==> config.mk <==
export PLATFORM = sky130hd
export DESIGN_NAME = botones_entrada
export DESIGN_NICKNAME = d
export VERILOG_FILES = /design/src/rtl/botones_entrada.sv
export SDC_FILE = /design/constraint.sdc
export NUM_CORES = 1
export LEC_CHECK = 0
export BUFFER_PORTS_ARGS = -buffer_cell sky130_fd_sc_hd__buf_2
export CORE_ASPECT_RATIO = 2
export CORE_MARGIN = 10
export CORE_UTILIZATION = 50
export DETAILED_ROUTE_END_ITERATION = 8
export GPL_ROUTABILITY_DRIVEN = 0
export HOLD_SLACK_MARGIN = 0.06
export PLACE_DENSITY = 0.68
export REMOVE_ABC_BUFFERS = 1
export SLEW_MARGIN = 15
export SYNTH_ARGS = -nofsm -noshare
export SYNTH_HDL_FRONTEND = slang
export SYNTH_SLANG_ARGS = --single-unit
==> constraint.sdc <==
create_clock -name clk -period 2.68 [get_ports clk]
set_input_delay 0.268 -clock clk [delete_from_list [all_inputs] [get_ports clk]]
set_output_delay 0.268 -clock clk [all_outputs]
set_load 0.005 [all_outputs]
==> src/rtl/botones_entrada.sv <==
// botones_entrada: syncs, debounces and edge-detects five push-buttons; test-entry FSM builds pulseTest.
// Define FEED_REPEAT_EN to auto-repeat botonFeed every REPEAT_PERIOD cycles while Feed is held.
module botones_entrada #(
   parameter int DEBOUNCE_MAX  = 50000,
   parameter int LONG_PRESS    = 2500000,
   parameter int TEST_WINDOW   = 50000000,
   parameter int REPEAT_PERIOD = 25000000,
   parameter bit ACTIVE_LOW    = 1'b1
) (
   input  logic       clk,
   input  logic       rst,
   input  logic       btn_sleep,
   input  logic       btn_awake,
   input  logic       btn_feed,
   input  logic       btn_play,
   input  logic       btn_test,
   output logic       botonSleep,
   output logic       botonAwake,
   output logic       botonFeed,
   output logic       botonPlay,
   output logic       botonTest,
   output logic [3:0] pulseTest
);

   localparam int DW = (DEBOUNCE_MAX > 1) ? $clog2(DEBOUNCE_MAX) : 1;
   localparam int HW = (LONG_PRESS   > 1) ? $clog2(LONG_PRESS)   : 1;
   localparam int WW = (TEST_WINDOW  > 1) ? $clog2(TEST_WINDOW)  : 1;
   localparam logic [DW-1:0] DB_LAST   = DW'(DEBOUNCE_MAX - 1);
   localparam logic [HW-1:0] HOLD_LAST = HW'(LONG_PRESS - 1);
   localparam logic [WW-1:0] WIN_LAST  = WW'(TEST_WINDOW - 1);

   localparam int unsigned B_SLEEP = 0;
   localparam int unsigned B_AWAKE = 1;
   localparam int unsigned B_FEED  = 2;
   localparam int unsigned B_PLAY  = 3;
   localparam int unsigned B_TEST  = 4;

   if (DEBOUNCE_MAX < 1 || LONG_PRESS < 1 || TEST_WINDOW < 1 || REPEAT_PERIOD < 1) begin : g_bad_param
      $error("botones_entrada: timing parameters must be >= 1");
   end

   typedef enum logic [2:0] {T_IDLE, T_HOLD, T_WAIT_REL, T_COUNT, T_COMMIT} test_state_e;

   logic [4:0]    btn_raw, btn_norm;
   logic [4:0]    sync1_q, sync1_d, sync2_q, sync2_d, db_q, db_d, rise;
   logic [DW-1:0] dcnt_q [5];
   logic [DW-1:0] dcnt_d [5];

   test_state_e   state_q, state_d;
   logic [HW-1:0] hold_q, hold_d;
   logic [WW-1:0] win_q, win_d;
   logic [3:0]    cnt_q, cnt_d;

   logic          sleep_q, sleep_d, awake_q, awake_d, feed_q, feed_d, play_q, play_d;
   logic          test_q, test_d;
   logic [3:0]    pulse_q, pulse_d;
   logic          idle, feed_rep;

   assign btn_raw  = {btn_test, btn_play, btn_feed, btn_awake, btn_sleep};
   assign btn_norm = ACTIVE_LOW ? ~btn_raw : btn_raw;

   // rise is combinational so the command flops and the FSM act on the same edge db changes
   always_comb begin
      sync1_d = btn_norm;
      sync2_d = sync1_q;
      db_d    = db_q;
      rise    = '0;
      for (int unsigned i = 0; i < 5; i++) begin
         dcnt_d[i] = '0;
         if (sync2_q[i] != db_q[i]) begin
            if (dcnt_q[i] == DB_LAST) begin
               db_d[i] = sync2_q[i];
               rise[i] = sync2_q[i];
            end else begin
               dcnt_d[i] = dcnt_q[i] + 1'b1;
            end
         end
      end
   end

   always_comb begin
      state_d = state_q;
      hold_d  = hold_q;
      win_d   = win_q;
      cnt_d   = cnt_q;
      test_d  = 1'b0;
      pulse_d = '0;
      case (state_q)
         T_IDLE: begin
            if (rise[B_TEST]) begin
               state_d = T_HOLD;
               hold_d  = '0;
            end
         end
         T_HOLD: begin
            if (hold_q == HOLD_LAST) begin
               test_d  = 1'b1;
               state_d = T_WAIT_REL;
            end else if (!db_d[B_TEST]) begin
               state_d = T_IDLE;
            end else begin
               hold_d = hold_q + 1'b1;
            end
         end
         T_WAIT_REL: begin
            if (!db_d[B_TEST]) begin
               state_d = T_COUNT;
               cnt_d   = '0;
               win_d   = '0;
            end
         end
         T_COUNT: begin
            if (rise[B_TEST]) begin
               if (cnt_q != 4'd9) cnt_d = cnt_q + 4'd1;
               win_d = '0;
            end else if (win_q == WIN_LAST) begin
               state_d = (cnt_q == 4'd0) ? T_IDLE : T_COMMIT;
            end else begin
               win_d = win_q + 1'b1;
            end
         end
         T_COMMIT: begin
            pulse_d = cnt_q;
            state_d = T_IDLE;
         end
         default: state_d = T_IDLE;
      endcase
   end

`ifdef FEED_REPEAT_EN
   localparam int RW = (REPEAT_PERIOD > 1) ? $clog2(REPEAT_PERIOD) : 1;
   localparam logic [RW-1:0] REP_LAST = RW'(REPEAT_PERIOD - 1);
   logic [RW-1:0] rep_q, rep_d;

   // counter restarts at the initial press because db_q is still low on that edge
   always_comb begin
      rep_d    = '0;
      feed_rep = 1'b0;
      if (db_q[B_FEED]) begin
         if (rep_q == REP_LAST) feed_rep = 1'b1;
         else                   rep_d    = rep_q + 1'b1;
      end
   end

   always_ff @(posedge clk) begin
      if (rst) rep_q <= '0;
      else     rep_q <= rep_d;
   end
`else
   assign feed_rep = 1'b0;
`endif

   assign idle = (state_q == T_IDLE);

   always_comb begin
      sleep_d = idle & rise[B_SLEEP] & ~rise[B_AWAKE];
      awake_d = idle & rise[B_AWAKE];
      feed_d  = idle & (rise[B_FEED] | feed_rep);
      play_d  = idle & rise[B_PLAY];
   end

   always_ff @(posedge clk) begin
      if (rst) begin
         sync1_q <= '0;
         sync2_q <= '0;
         db_q    <= '0;
         dcnt_q  <= '{default: '0};
         state_q <= T_IDLE;
         hold_q  <= '0;
         win_q   <= '0;
         cnt_q   <= '0;
         sleep_q <= 1'b0;
         awake_q <= 1'b0;
         feed_q  <= 1'b0;
         play_q  <= 1'b0;
         test_q  <= 1'b0;
         pulse_q <= '0;
      end else begin
         sync1_q <= sync1_d;
         sync2_q <= sync2_d;
         db_q    <= db_d;
         dcnt_q  <= dcnt_d;
         state_q <= state_d;
         hold_q  <= hold_d;
         win_q   <= win_d;
         cnt_q   <= cnt_d;
         sleep_q <= sleep_d;
         awake_q <= awake_d;
         feed_q  <= feed_d;
         play_q  <= play_d;
         test_q  <= test_d;
         pulse_q <= pulse_d;
      end
   end

   assign botonSleep = sleep_q;
   assign botonAwake = awake_q;
   assign botonFeed  = feed_q;
   assign botonPlay  = play_q;
   assign botonTest  = test_q;
   assign pulseTest  = pulse_q;

endmodule
Yosys cells after proc, flatten, opt, wreduce, memory -nomap -nowiden:

Cells that the tools add are included.

* register bits: 159
* input bits: 7
* word-level logic and storage cells: 123

* add/sub/neg operators: 8
* equality and inequality tests: 27
* multiplexer cells: 33
* bitwise gates (word level): 14
* reductions and logical operators: 19

Operator list (number)
* $add A16 B1 Y16 const B: 5
* $eq A16 B16 Y1 const B: 5
* $mux W26: 3
* $mux W22: 3
* $pmux W26 S2: 1
* $pmux W22 S2: 1
* $add A26 B1 Y26 const B: 1
* $eq A26 B26 Y1 const B: 1
* $add A22 B1 Y22 const B: 1
* $eq A22 B22 Y1 const B: 1
* $mux W3: 7
* $ne A2 B2 Y1 const B: 8
* $reduce_or A3 Y1: 5
* $mux W1: 13
* $mux W4: 3
* $pmux W3 S4: 1
* $not A1 Y1: 8
* $pmux W4 S2: 1
* $reduce_and A2 Y1: 4
* $reduce_and A4 Y1: 2
* $eq A3 B2 Y1 const B: 2
* $ne A3 B3 Y1 const B: 2
* $and A1 B1 Y1: 5
* $ne A1 B1 Y1: 5
* other kinds (11): 13

Depth between registers and ports, before layout:

* word-level depth: 6
* mapped depth: 9

Least setup slack after synthesis:

OpenSTA, ideal clock, no wires.

* path type: flip-flop to flip-flop
* start: register dcnt_q[4] in the netlist's numbering
* end: register hold_q[13]
* arrival: 2.478 ns
* setup slack: 0.070 ns
* cell stages (with the launch flop): 8
* period minus slack after synthesis: 2.610 ns
* cell sequence: dfxtp_1 -> or4_4 -> nor4_2 -> mux2i_1 -> nor2_1 -> nand2_1 -> clkbuf_1 -> o21ai_0

* cells in the longest elaborated chain, start to end: 5
* elaborated cells on any way between the ends: 8
* classes of those cells: eq/ne: 3; mux: 4; reduce/logical: 1

RTL lines
* start, declared: RTL line 46 `logic [DW-1:0] dcnt_q [5];`
* start signal, assigned: RTL line 182 `dcnt_q <= dcnt_d;`
* $eq A16 B16 Y1 *: RTL line 71 `if (dcnt_q[i] == DB_LAST) begin`
* $mux W1: RTL line 71
* $mux W1: RTL line 70 `if (sync2_q[i] != db_q[i]) begin`
* $ne A2 B2 Y1 (no line)
* $reduce_and A4 Y1 (no line) *
* end signal, assigned: RTL line 184 `hold_q <= hold_d;`
* end, declared: RTL line 50 `logic [HW-1:0] hold_q, hold_d;`

Every way passes the cells marked *; elsewhere a longest branch is shown, timed or not.
A chain may end at the register's enable or synchronous reset.

Final worst setup path:

* start: register dcnt_q[7] in the netlist's numbering
* end: register win_q[24]

* cells in the longest elaborated chain, start to end: 5
* elaborated cells on any way between the ends: 10
* classes of those cells: eq/ne: 3; mux: 6; reduce/logical: 1

RTL lines
* $eq A16 B16 Y1 *: RTL line 71
* $mux W1: RTL line 71
* $mux W1: RTL line 70
* $ne A3 B3 Y1 (no line) (tied with other cells)
* $reduce_and A3 Y1 (no line) or $pmux W26 S2 (tied branches)
* end signal, assigned: RTL line 185 `win_q <= win_d;`
* end, declared: RTL line 51 `logic [WW-1:0] win_q, win_d;`

Marked as above.

==> flow_summary_export.csv <==
group,metric,value,unit
status,outcome,"finished, final reports clean",
finish,drive_gt1_share,9.598,%
clock_tree,clk_pin_slew,0.06,ns
grt,antenna_found_initial,0,
detailed_routing,ant_nets,0,
grt,grt_max_degree,27,
power,ir_drop,346.0,uV
power,p_per_area,602.5,mW/mm^2
finish,fin_nets,900,
timing,worst_clock_skew,0.01046,ns
clock_tree,cts_buffers,17,
worst_setup_path,crit_path_max_fanout,8,
power,intPower,3960,uW
synth,synth-edff-count,0,
min_path,min_path_type,"in2reg",
worst_setup_path,crit_chain,"or4_4 > or4_1 > o2111ai_4 > nand2_4 > buf_4 > o31ai_1 > a21oi_2",
power,switchingPower,1013,uW
synth,synthMuxAreaShare,1.117,%
grt,grt_pass1_wl,27230,um
floorplanning,die_area,0.01982,sq mm
finish,final_common_cell,"dfxtp_1",
power,swShare,20.37,%
floorplanning,start_util,51.32,%
grt,track_usage,16.11,%
worst_setup_path,start_kind,"flip-flop",
synth,synth_cell_types,54,
timing,finalSetupViolCount,0,
synth,yosys_register_bits,159,
finish,antennaDiodeCount,0,
synth,synthAdderAreaFrac,1.746,%
clock_tree,cts_sinks,159,
synth,yosys.area_share.simple,29.90,%
placement,portBuffers,15,
detailed_routing,drtIter0Drc,304,
worst_setup_path,path_class,"reg2reg",
worst_setup_path,slowest_stage,"or4_1",
timing,finalCriticalPeriod,2.590,ns
synth,synthCells,846,
placement,dp_hpwl,11660,um
synth,async_flop_share,0,%
power,combPwrFrac,1.2,%
worst_setup_path,cp-end-kind,"flip-flop",
synth,syn_avg_cell_area,8.473,sq um
synth,synth_ff_type,"dfxtp_1",
worst_setup_path,critPathRequiredTime,2.96,ns
floorplanning,die_y,189.3,um
synth,synth_warnings,0,
grt,grt_pass1_vias,6159,
finish,fillers,1236,
synth,synth-compound-area-share,11.26,%
timing,final_hold_viol_count,0,
grt,grt_overflow_total,0,
timing,rsz0062_at_grt,"false",
worst_setup_path,cpPeakStageDelay,0.56,ns
run,max_cap_viol_count,0,
detailed_routing,vias_per_cell,5.590,
clock_tree,htree_num_levels,4,
clock_tree,cts_buffer_depth,2,
synth,ys_seq_area_share,44.41,%
detailed_routing,routed_wl,16120,um
timing,tightest_slew,0.6619,ns
timing,fmax,386.1,MHz
placement,place_ws,0.01413,ns
power,clkPwrFrac,51.0,%
floorplanning,num_rows,61,
timing,slew_headroom,55.25,%
timing,setup_slack,0.09031,ns
clock_tree,cts_tree,"done",
floorplanning,dieWidth,104.7,um
finish,layout_common_cells,"dfxtp_1 (159), nor2_1 (133), nand3_1 (64)",
floorplanning,ios,16,
synth,mappedNetlistArea,0.007168,sq mm
floorplanning,coreArea,0.01397,sq mm
timing,tns,0,ns
timing,post-route-period-util,96.63,%
finish,area_growth,15.15,%
detailed_routing,drt-wirelength-per-cell,14.86,um
synth,synth_top_family_by_area,"simple AND/OR/NAND/NOR gates",
detailed_routing,dr_total_vias,6065,
worst_setup_path,arrival,2.87,ns
detailed_routing,drc_errors,0,
clock_tree,root_buffer,"clkbuf_16",
power,p_leak,0.002820,uW
timing,final_max_slew_viol_count,0,
clock_tree,clk_latency,0.41,ns
power,pwr-share-seq,47.8,%
synth,synth_xor_area_share,8.920,%
detailed_routing,first_pass_iters,4,
## through the flow
| stage | total power (uW) | util, % | instance area [sq um] | cells | hold slack (ns) |
|---|---|---|---|---|---|
| after detailed placement | 2484 | 54.07 | 7552 | 1048 | 0.4257 |
| after global placement | 2483 | 54.07 | 7552 | 1048 | 0.4196 |
| final | 4973 | 59.10 | 8254 | 1085 | 0.2550 |
| after global routing | 5114 | 59.10 | 8254 | 1085 | 0.2543 |
| after CTS | 5024 | 58.89 | 8225 | 1085 | 0.2410 |
| after floorplan | 2455 | - | 7061 | 820 | 0.3347 |
## routing by layer
metal  global-route usage, %  routed length [um]  vias up
li1                        -                   -     3077
met3                   2.789                 314       34
met2                   30.93                8827       94
met5                       0                   0        -
met4                   7.909                 477        0
met1                   16.08                6503     2860
## Yosys cell counts, drive strengths merged (2+ instances only)
master	instances	share of area, %
dfxtp	159	44
nor2	134	7.0
nand3	64	4.5
nand2	60	3.2
o21ai	43	3.0
xor2	37	4.5
xnor2	36	4.4
a21oi	29	2.0
and3	27	2.4
o31ai	26	2.7
inv	22	1.2
clkbuf	21	1.1
nand4	21	1.8
nor3	20	1.4
and2	13	1.1
nor2b	13	1.1
or3	11	0.96
ha	10	1.7
nor4	10	0.96
a31oi	9	0.79
and4	8	0.98
mux2i	8	1.1
nor4b	8	1.1
nand2b	6	0.52
buf	5	0.40
or4	5	0.58
a211oi	4	0.42
nor4bb	4	0.56
or2	4	0.35
nand3b	3	0.31
nand4b	3	0.37
nor3b	3	0.31
o41ai	3	0.37
a32o	2	0.28
o211ai	2	0.21
o22a	2	0.24
## sequential cells by signal (all words and copies together) (netlist names), 3 cells and up
signal	count
sync2_q	5
pulseTest	4
sync1_q	5
win_q	26
state_q	3
db_q	5
dcnt_q	80
hold_q	22
cnt_q	4
## critical path, delay by kind of cell, from the launching register on
family / cells / cell delay (ns)
AND/OR/NAND/NOR: 3 / 1.21
flip-flops: 1 / 0.33
AO/OA/AOI/OAI: 3 / 0.75
buffers and inverters: 1 / 0.17
## power by group through the flow
stage / registers (uW) / clock network (uW) / logic [uW]
floorplan: 2430 / 0 / 26.6
global placement: 2430 / 0 / 53.0
detailed placement: 2430 / 0 / 53.7
CTS: 2380 / 2590 / 60.2
global route: 2380 / 2670 / 67.1
finish: 2380 / 2540 / 60.1
## repair_timing
item                       in CTS  in global routing
hold endpoints to repair        5                  0
setup endpoints to repair       1                 27
hold buffers                    5                  0
setup buffers                   0                  0
gates resized for setup         1                  8
## cell type report
type / count / area (sq um) / area share (%)
multi-input cells: 639 / 3827 / 46.37
clock inverters: 12 / 182.7 / 2.213
repair buffers: 44 / 305.3 / 3.699
well taps: 189 / 236.5 / 2.865
inverters: 22 / 82.58 / 1.000
clock buffers: 20 / 436.7 / 5.290
flip-flops and latches: 159 / 3183 / 38.56
## logic make-up after synthesis
logic type | count (synthesis)
AOI/OAI and AO/OA | 128
xor gates and xnor gates | 73
adders and majority gates | 10
buffers and inverters | 48
DFF | 159
muxes | 8
and+or+nand+nor | 420
## path summary, 6_finish.rpt
path,from,to,slack [ns],depth (start not counted)
worst max-delay path,dcnt_q[7],win_q[24],0.09,7
worst min-delay path,rst,sync1_q[4],0.26,2
worst max register to register,dcnt_q[7],win_q[24],0.09,7
worst min register to register,dcnt_q[48],dcnt_q[48],0.44,1
(Power assumes the default switching activity.)
